**config.mk**
```make
export PLATFORM = sky130hd
export DESIGN_NAME = input_pulse
export DESIGN_NICKNAME = d
export VERILOG_FILES = /design/src/rtl/pvs_pulse_pkg.sv /design/src/rtl/sync_2ff.sv /design/src/rtl/input_pulse.sv
export SDC_FILE = /design/constraint.sdc
export NUM_CORES = 1
export LEC_CHECK = 0
export CORE_ASPECT_RATIO = 2
export CORE_MARGIN = 3
export CORE_UTILIZATION = 48
export DETAILED_ROUTE_END_ITERATION = 6
export GPL_ROUTABILITY_DRIVEN = 0
export PLACE_DENSITY = 0.69
export SLEW_MARGIN = 5
export SYNTH_ARGS = -nofsm -noshare
export SYNTH_HDL_FRONTEND = slang
export SYNTH_SLANG_ARGS = --single-unit
```
**constraint.sdc**
```tcl
create_clock -name clk -period 2.67 [get_ports clk]
set_clock_uncertainty 0.05 [all_clocks]
set_input_delay 0.534 -clock clk [delete_from_list [all_inputs] [get_ports clk]]
set_output_delay 0.534 -clock clk [all_outputs]
set_load 0.005 [all_outputs]
```
**src/rtl/pvs_pulse_pkg.sv**
```systemverilog
// Shared types for the pulse validation blocks: FSM states, rejection codes
// and the common measurement counter width.
package pvs_pulse_pkg;

  localparam int CNT_W = 16;

  typedef enum logic [1:0] {
    ST_IDLE = 2'd0,
    ST_HIGH = 2'd1,
    ST_LONG = 2'd2,
    ST_GAP  = 2'd3
  } pulse_state_e;

  typedef enum logic [1:0] {
    ERR_NONE  = 2'b00,
    ERR_SHORT = 2'b01,
    ERR_LONG  = 2'b10
  } err_code_e;

endpackage

```
**src/rtl/sync_2ff.sv**
```systemverilog
// Two-flop synchronizer for bringing asynchronous levels into the clk domain.
module sync_2ff #(
  parameter int WIDTH = 1
) (
  input  logic             clk,
  input  logic             rst_n,
  input  logic [WIDTH-1:0] d,
  output logic [WIDTH-1:0] q
);

  logic [WIDTH-1:0] meta_q;

  always_ff @(posedge clk or negedge rst_n) begin
    if (!rst_n) begin
      meta_q <= '0;
      q      <= '0;
    end else begin
      meta_q <= d;
      q      <= meta_q;
    end
  end

endmodule

```
**src/rtl/input_pulse.sv**
```systemverilog
// Measures the width of pulses on an asynchronous input, accepting those within
// [MIN_WIDTH, MAX_WIDTH] and flagging the rest, with a low-time holdoff between pulses.
module input_pulse #(
  parameter int MIN_WIDTH = 15,
  parameter int MAX_WIDTH = 60,
  parameter int HOLDOFF   = 4
) (
  input  logic        clk,
  input  logic        rst_n,
  input  logic        signal_i,
  output logic        pulse_o,
  output logic [15:0] width_o,
  output logic        err_o,
  output logic [1:0]  err_code_o,
  output logic        busy_o
);

  import pvs_pulse_pkg::*;

  localparam logic [CNT_W-1:0] MIN_W  = 16'(MIN_WIDTH);
  localparam logic [CNT_W-1:0] MAX_W  = 16'(MAX_WIDTH);
  localparam logic [CNT_W-1:0] HOLD_W = 16'(HOLDOFF);

  logic s;

  sync_2ff #(
    .WIDTH(1)
  ) u_sync (
    .clk  (clk),
    .rst_n(rst_n),
    .d    (signal_i),
    .q    (s)
  );

  pulse_state_e     state_q, state_d;
  logic [CNT_W-1:0] cnt_q, cnt_d;
  logic [CNT_W-1:0] width_q, width_d;
  err_code_e        err_code_q, err_code_d;
  logic             pulse_q, pulse_d;
  logic             err_q, err_d;

  always_ff @(posedge clk or negedge rst_n) begin
    if (!rst_n) begin
      state_q    <= ST_IDLE;
      cnt_q      <= '0;
      width_q    <= '0;
      err_code_q <= ERR_NONE;
      pulse_q    <= 1'b0;
      err_q      <= 1'b0;
    end else begin
      state_q    <= state_d;
      cnt_q      <= cnt_d;
      width_q    <= width_d;
      err_code_q <= err_code_d;
      pulse_q    <= pulse_d;
      err_q      <= err_d;
    end
  end

  always_comb begin
    state_d    = state_q;
    cnt_d      = cnt_q;
    width_d    = width_q;
    err_code_d = err_code_q;
    pulse_d    = 1'b0;
    err_d      = 1'b0;

    case (state_q)
      ST_IDLE: begin
        cnt_d = '0;
        if (s) begin
          cnt_d   = 16'd1;
          state_d = ST_HIGH;
        end
      end

      ST_HIGH: begin
        if (s) begin
          if (cnt_q < MAX_W) begin
            cnt_d = cnt_q + 16'd1;
          end else begin
            // Flag once here; LONG then waits out the rest of the pulse silently.
            err_d      = 1'b1;
            err_code_d = ERR_LONG;
            state_d    = ST_LONG;
          end
        end else begin
          cnt_d   = '0;
          state_d = ST_GAP;
          if (cnt_q >= MIN_W) begin
            pulse_d = 1'b1;
            width_d = cnt_q;
          end else begin
            err_d      = 1'b1;
            err_code_d = ERR_SHORT;
          end
        end
      end

      ST_LONG: begin
        if (!s) begin
          cnt_d   = '0;
          state_d = ST_GAP;
        end
      end

      ST_GAP: begin
        if (s) begin
          // A high sample during holdoff is treated as a glitch and restarts the wait.
          cnt_d = '0;
        end else begin
          cnt_d = cnt_q + 16'd1;
          if (cnt_q + 16'd1 == HOLD_W) begin
            state_d = ST_IDLE;
          end
        end
      end

      default: begin
        cnt_d   = '0;
        state_d = ST_IDLE;
      end
    endcase
  end

  assign pulse_o    = pulse_q;
  assign err_o      = err_q;
  assign width_o    = width_q;
  assign err_code_o = err_code_q;
  assign busy_o     = (state_q != ST_IDLE);

endmodule

```
==> results.cfg, run 1 <==
[layout]
fillCellCount = 414
drive_above_1_share_pct = 12.40
num_antenna_cells = 0
fin_nets = 251
final-seq-area_um2 = 1001
final_design_area_no_fill_um2 = 2504
multi_input_area_um2 = 1049
area_delta_synth_final_pct = 15.26
fin_util_pct = 57.70

[worst_setup_path]
crit_fanout = 10
crit_type = flip-flop to flip-flop
startpoint_type = flip-flop
path_cells = nand4_1, nor4_1, xor2_1, a221oi_2, a31oi_2, mux2_4
critPathMaxStageDelay_ns = 0.52
worstPathRequired_ns = 2.80
path_buf_inv = 0
crit_arrival_ns = 2.53
cp-end-kind = flip-flop
reg2reg_slack_ns = 0.26
crit_slowest_cell = dfrtp_1
crit_family = simple AND/OR/NAND/NOR gates

[clock_tree]
cts_buffer_depth = 2
clock_sinks = 40
cts_tree = built
clkTransAtPathRegs_ns = 0.07
cts-resized-gates = 0
postCtsSetupBuffers = 0
cts-root-buf = clkbuf_8
cts_made_buffers = 5
htreeDepth = 2
ctsHoldBuffers = 0
clk_latency_ns = 0.29

[routing]
initialDrtViolationCount = 48
ant_nets = 0
route.vias.total = 1737
viasPerCell = 5.868
wl_per_cell_um = 16.45
drt_first_pass_iters = 4
drt-total-wl_um = 4869
remaining_drc_errors = 0

[timing]
hold_violations = 0
maxSlewHeadroom_pct = 41.96
fin_crit_sh_pct = 90.08
worst_pin_slew_ns = 0.8705
period_minus_slack_ns = 2.405
rsz0062_at_grt = no
drv_slew = 0
finalSetupViolCount = 0
fmax_ghz = 0.4158
tns_ns = 0

[place]
io_buffer_count = 23
dp_hpwl_um = 3589
placed_cell_area_um2 = 2410

[logic_synthesis]
syn_area_um2 = 2172
synth_warnings = 0
synth_top_flop_cell = dfrtp_1
synth_area_per_cell_um2 = 9.740
yosysSeqAreaShare_pct = 46.08
synthArstFlopShare_pct = 100.0
yosys_register_bits = 40
synth_cells = 223
yosysUniqueCellTypes = 44
synth-edff-count = 0
synth_fp_nets = 233

[global_routing]
antenna_found_initial = 0
grt_pass1_wl_um = 8280
grt-ovfl-total = 0
grt_usage_pct = 20.73
grt_max_degree = 41
grt_pass1_vias = 1720

[pwr]
cellPowerDensity_nw_per_um2 = 636.5
p_leak_nw = 1.091
ir_worst_vdd_mv = 0.4691

[floorplan]
start_util_pct = 50.06
num_rows = 34
die-area_um2 = 5417
core_region_area_um2 = 4339
fp.dieW_um = 53.57
die_h_um = 101.1
io_pins = 24

[worst_hold_path]
min_path_type = flip-flop to flip-flop

[status]
status = complete, no violations

[run]
max_cap_viol_count = 0
-- cell families (layout without fill, tap and decap cells) --
logic type | Yosys count | count (layout) | share of synthesized area (%)
AO/OA/AOI/OAI | 54 | 54 | 17.05
adder cells (fa/ha/maj) | 7 | 7 | 4.032
buffers and inverters | 26 | 45 | 5.645
XOR/XNOR | 5 | 5 | 2.016
flip-flops | 40 | 40 | 46.08
multiplexers | 12 | 12 | 6.336
AND/OR/NAND/NOR | 79 | 79 | 18.84
-- routing by layer --
metal	global-route usage (%)	routed length, um	up-vias
met5	0	0	-
met4	11.22	184	0
met3	3.682	139	16
met2	35.00	2635	38
met1	23.92	1910	846
li1	-	-	837
-- registers in the layout, indices dropped and copies added (netlist names) --
name / flops
err_code_o: 2
u_sync.q: 1
pulse_o: 1
width_o: 16
state_q: 2
err_o: 1
u_sync.meta_q: 1
cnt_q: 16
-- cell usage after synthesis, drive strengths merged, types with 4 or more instances --
cell	number	area (um2)
buf	11	66.31
nand4	5	31.28
mux2	11	127.6
nor2	10	37.54
nor2b	4	25.02
nor3	6	30.03
o21ai	25	125.1
a21oi	7	35.03
a22o	4	35.03
inv	10	37.54
clkbuf	5	18.77
ha	7	87.58
nand3	13	65.06
a211oi	4	30.03
nand2	19	71.32
nor4	4	25.02
or3	7	43.79
dfrtp	40	1001
-- where the power goes --
group / switching [mW] / total (mW) / internal, mW / leakage, nW
clock network: 0.204 / 0.414 / 0.210 / 0.0445
registers: 0.0469 / 0.688 / 0.641 / 0.543
logic: 0.283 / 0.492 / 0.210 / 0.504
total: 0.533 / 1.59 / 1.06 / 1.09
-- final cells by class --
cell class / instances / area share [%]
multi-input cells: 157 / 41.88
flip-flops and latches: 40 / 39.98
repair buffers: 27 / 10.19
clock buffers: 7 / 3.448
well taps: 54 / 2.699
inverters: 10 / 1.499
clock inverters: 1 / 0.2999
-- cell usage in the layout, fill, tap and decap left out, types with 10 or more instances in the layout --
master / instances
nor2_1: 10
inv_1: 10
dfrtp_1: 40
mux2_2: 10
nand3_1: 13
nand2_1: 19
o21ai_0: 20
clkdlybuf4s50_1: 22
-- metrics by stage --
stage	setup slack (ns)	cells	power (mW)	hold WS (ns)
after floorplan	0.5724	223	1.054	0.1884
after global placement	0.2630	288	1.182	0.2930
after detailed placement	0.2997	288	1.196	0.2895
after CTS	0.2597	296	1.616	0.3071
after global routing	0.1547	296	1.703	0.3222
final	0.2648	296	1.594	0.3034
-- final timing paths --
kind / cells after the start / endpoint / startpoint
worst min register to register: 0 / u_sync.q / u_sync.meta_q
min in group asynchronous: 1 / cnt_q[4] / rst_n
worst min-delay path: 0 / u_sync.q / u_sync.meta_q
worst max-delay path: 6 / state_q[1] / cnt_q[3]
worst max register to register: 6 / state_q[1] / cnt_q[3]
max in group asynchronous: 1 / cnt_q[12] / rst_n
Power figures use the tool's default switching activity.
==> run 2: changes to the inputs <==
- ABC_AREA: not set -> 1
==> run 2 against run 1 <==
Against the previous run: power decreased by 11%; core utilization increased by 1.7 points; via count increased by 6.0%; non-clock buffer count decreased by 2; critical path depth decreased by 2; sequential power decreased by 2%; largest power group unchanged; first-iteration DRC count increased by 2.1%; clock power decreased by 8.2%; highest routed layer unchanged.
==> results.cfg, run 2 <==
[timing]
fin_crit_sh_pct = 81.17
maxSlewHeadroom_pct = 41.02
fin_ws_ns = 0.5027
hold_violations = 0
worst_pin_slew_ns = 0.8846
period_minus_slack_ns = 2.167
rsz0062_at_grt = no
drv_slew = 0
tns_ns = 0
finalSetupViolCount = 0
fmax_ghz = 0.4614
whs_ns = 0.3061

[logic_synthesis]
synth_warnings = 0
synthArstFlopShare_pct = 100.0
synth_cells = 275
yosys_register_bits = 40
synth_commonest_cells = nand2_1 (77), dfrtp_1 (40), inv_1 (31)
synth_fp_nets = 285
synth_top_area_share_pct = 46.98
yosysUniqueCellTypes = 26
ys_top_cells_by_area = dfrtp_1 (47%), nand2_1 (14%), o21ai_0 (6.6%)
yosysSeqAreaShare_pct = 46.98
synth_top_area_cell = dfrtp_1
synth_top_flop_cell = dfrtp_1
synth_area_per_cell_um2 = 7.748
syn_area_um2 = 2131
yosysMostFrequentCell = nand2_1
synth-edff-count = 0

[clock_tree]
cts_buffer_depth = 2
cts-resized-gates = 0
cts_made_buffers = 5
htreeDepth = 2
clk_latency_ns = 0.29
clkTransAtPathRegs_ns = 0.07
cts-root-buf = clkbuf_8
cts_tree = built
clock_sinks = 40
ctsHoldBuffers = 0
postCtsSetupBuffers = 0

[routing]
wl_met2_um = 2540
initialDrtViolationCount = 49
viasPerCell = 5.215
drt-total-wl_um = 4788
ant_nets = 0
drt_first_pass_iters = 6
remaining_drc_errors = 0
met1_length_um = 1967
wl_per_cell_um = 13.56
met3_length_um = 171
route.vias.total = 1841
top_layer_used = met4

[pwr]
intPower_mw = 0.9455
power_frac_comb_pct = 25.3
switching_share_pct = 33.15
switchingPower_mw = 0.4688
ir_worst_vdd_mv = 0.6046
pwr-share-seq_pct = 47.8
cellPowerDensity_nw_per_um2 = 571.2
p_leak_nw = 1.097
p_clk_share_pct = 26.9

[worst_setup_path]
reg2reg_slack_ns = 0.70
critPathMaxStageDelay_ns = 0.49
crit_family = buffers and inverters
crit_fanout = 5
crit_slowest_cell = clkdlybuf4s50_1
crit_type = flip-flop to output pin
cp-end-kind = output pin
path_buf_inv = 3
startpoint_type = flip-flop
crit_arrival_ns = 1.58
path_cells = inv_1, ha_1, inv_1, clkdlybuf4s50_1
worstPathRequired_ns = 2.09
crit_top_cell = inv_1

[floorplan]
start_util_pct = 51.10
io_pins = 24
core_region_area_um2 = 4170
fp.dieW_um = 53.11
die_h_um = 100.2
num_rows = 33
die-area_um2 = 5323

[global_routing]
grt_pass1_wl_um = 8390
antenna_found_initial = 0
grt_max_degree = 41
grt_pass1_vias = 1895
grt_usage_pct = 20.82
grt-ovfl-total = 0

[layout]
fillCellCount = 410
drive_above_1_share_pct = 8.306
final_common_cell = nand2_1
area_delta_synth_final_pct = 16.21
layout_common_cells = nand2_1 (77), dfrtp_1 (40), inv_1 (31)
fin_util_pct = 59.38
multi_input_area_um2 = 964.7
final-seq-area_um2 = 1001
fin_cells = 353
num_antenna_cells = 0
fin_nets = 311

[place]
io_buffer_count = 23
dp_hpwl_um = 3626
pre_cts_ws_ns = 0.7227
placedCellCount = 346

[run]
max_cap_viol_count = 0

[status]
status = complete, no violations

[worst_hold_path]
min_path_type = input pin to async pin
==> run 2: cell count changes after synthesis, sizes merged, moves of 7 or more <==
cell / before / now
buf: 11 / 4
or3: 7 / 0
nand2: 19 / 82
nor2: 10 / 26
nand3: 13 / 26
inv: 10 / 33
o21ai: 25 / 32
mux2: 11 / 0
o22ai: 0 / 7
==> run 2: layer usage <==
metal	up-vias	GRT usage (%)
met5	-	0
met4	0	7.874
met3	10	3.120
met2	47	37.16
met1	846	23.99
li1	938	-
==> run 2: path summary, 6_finish.rpt <==
check / from / endpoint / depth (start not counted)
min in group clk: u_sync.meta_q / u_sync.q / 0
worst min-delay path: rst_n / width_o[1] / 1
worst min register to register: u_sync.meta_q / u_sync.q / 0
worst max register to register: cnt_q[9] / cnt_q[5] / 10
max in group asynchronous: rst_n / cnt_q[15] / 1
worst max-delay path: state_q[0] / busy_o / 4
==> run 2: metrics by stage <==
stage / total power, mW / area [um2]
2_1_floorplan: 0.9397 / 2131
3_3_place_gp: 1.044 / 2399
3_5_place_dp: 1.049 / 2399
4_1_cts: 1.426 / 2476
5_1_grt: 1.502 / 2476
6_report: 1.414 / 2476
==> run 2: power by group through the flow <==
stage / clock (mW) / combinational, mW / sequential [mW]
2_1_floorplan: 0 / 0.263 / 0.676
3_3_place_gp: 0 / 0.358 / 0.686
3_5_place_dp: 0 / 0.361 / 0.688
4_1_cts: 0.388 / 0.362 / 0.676
5_1_grt: 0.409 / 0.410 / 0.683
6_report: 0.380 / 0.358 / 0.676
==> run 2: kinds of logic (layout without fill, tap and decap cells) <==
family | count (synthesis) | in the layout | share of synthesized area (%)
AND/OR/NAND/NOR | 145 | 145 | 29.77
AO/OA/AOI/OAI | 42 | 42 | 10.98
flip-flops | 40 | 40 | 46.98
buffers and inverters | 40 | 66 | 7.751
adder cells (fa/ha/maj) | 7 | 7 | 4.110
XOR/XNOR | 1 | 1 | 0.4111
==> run 2: final cells by class <==
type | instances | area share, %
inverter | 34 | 5.154
clock buffer | 6 | 2.931
timing repair buffer | 25 | 9.702
multi-input combinational | 195 | 38.96
clock inverter | 1 | 0.2021
tap | 52 | 2.628
sequential | 40 | 40.42
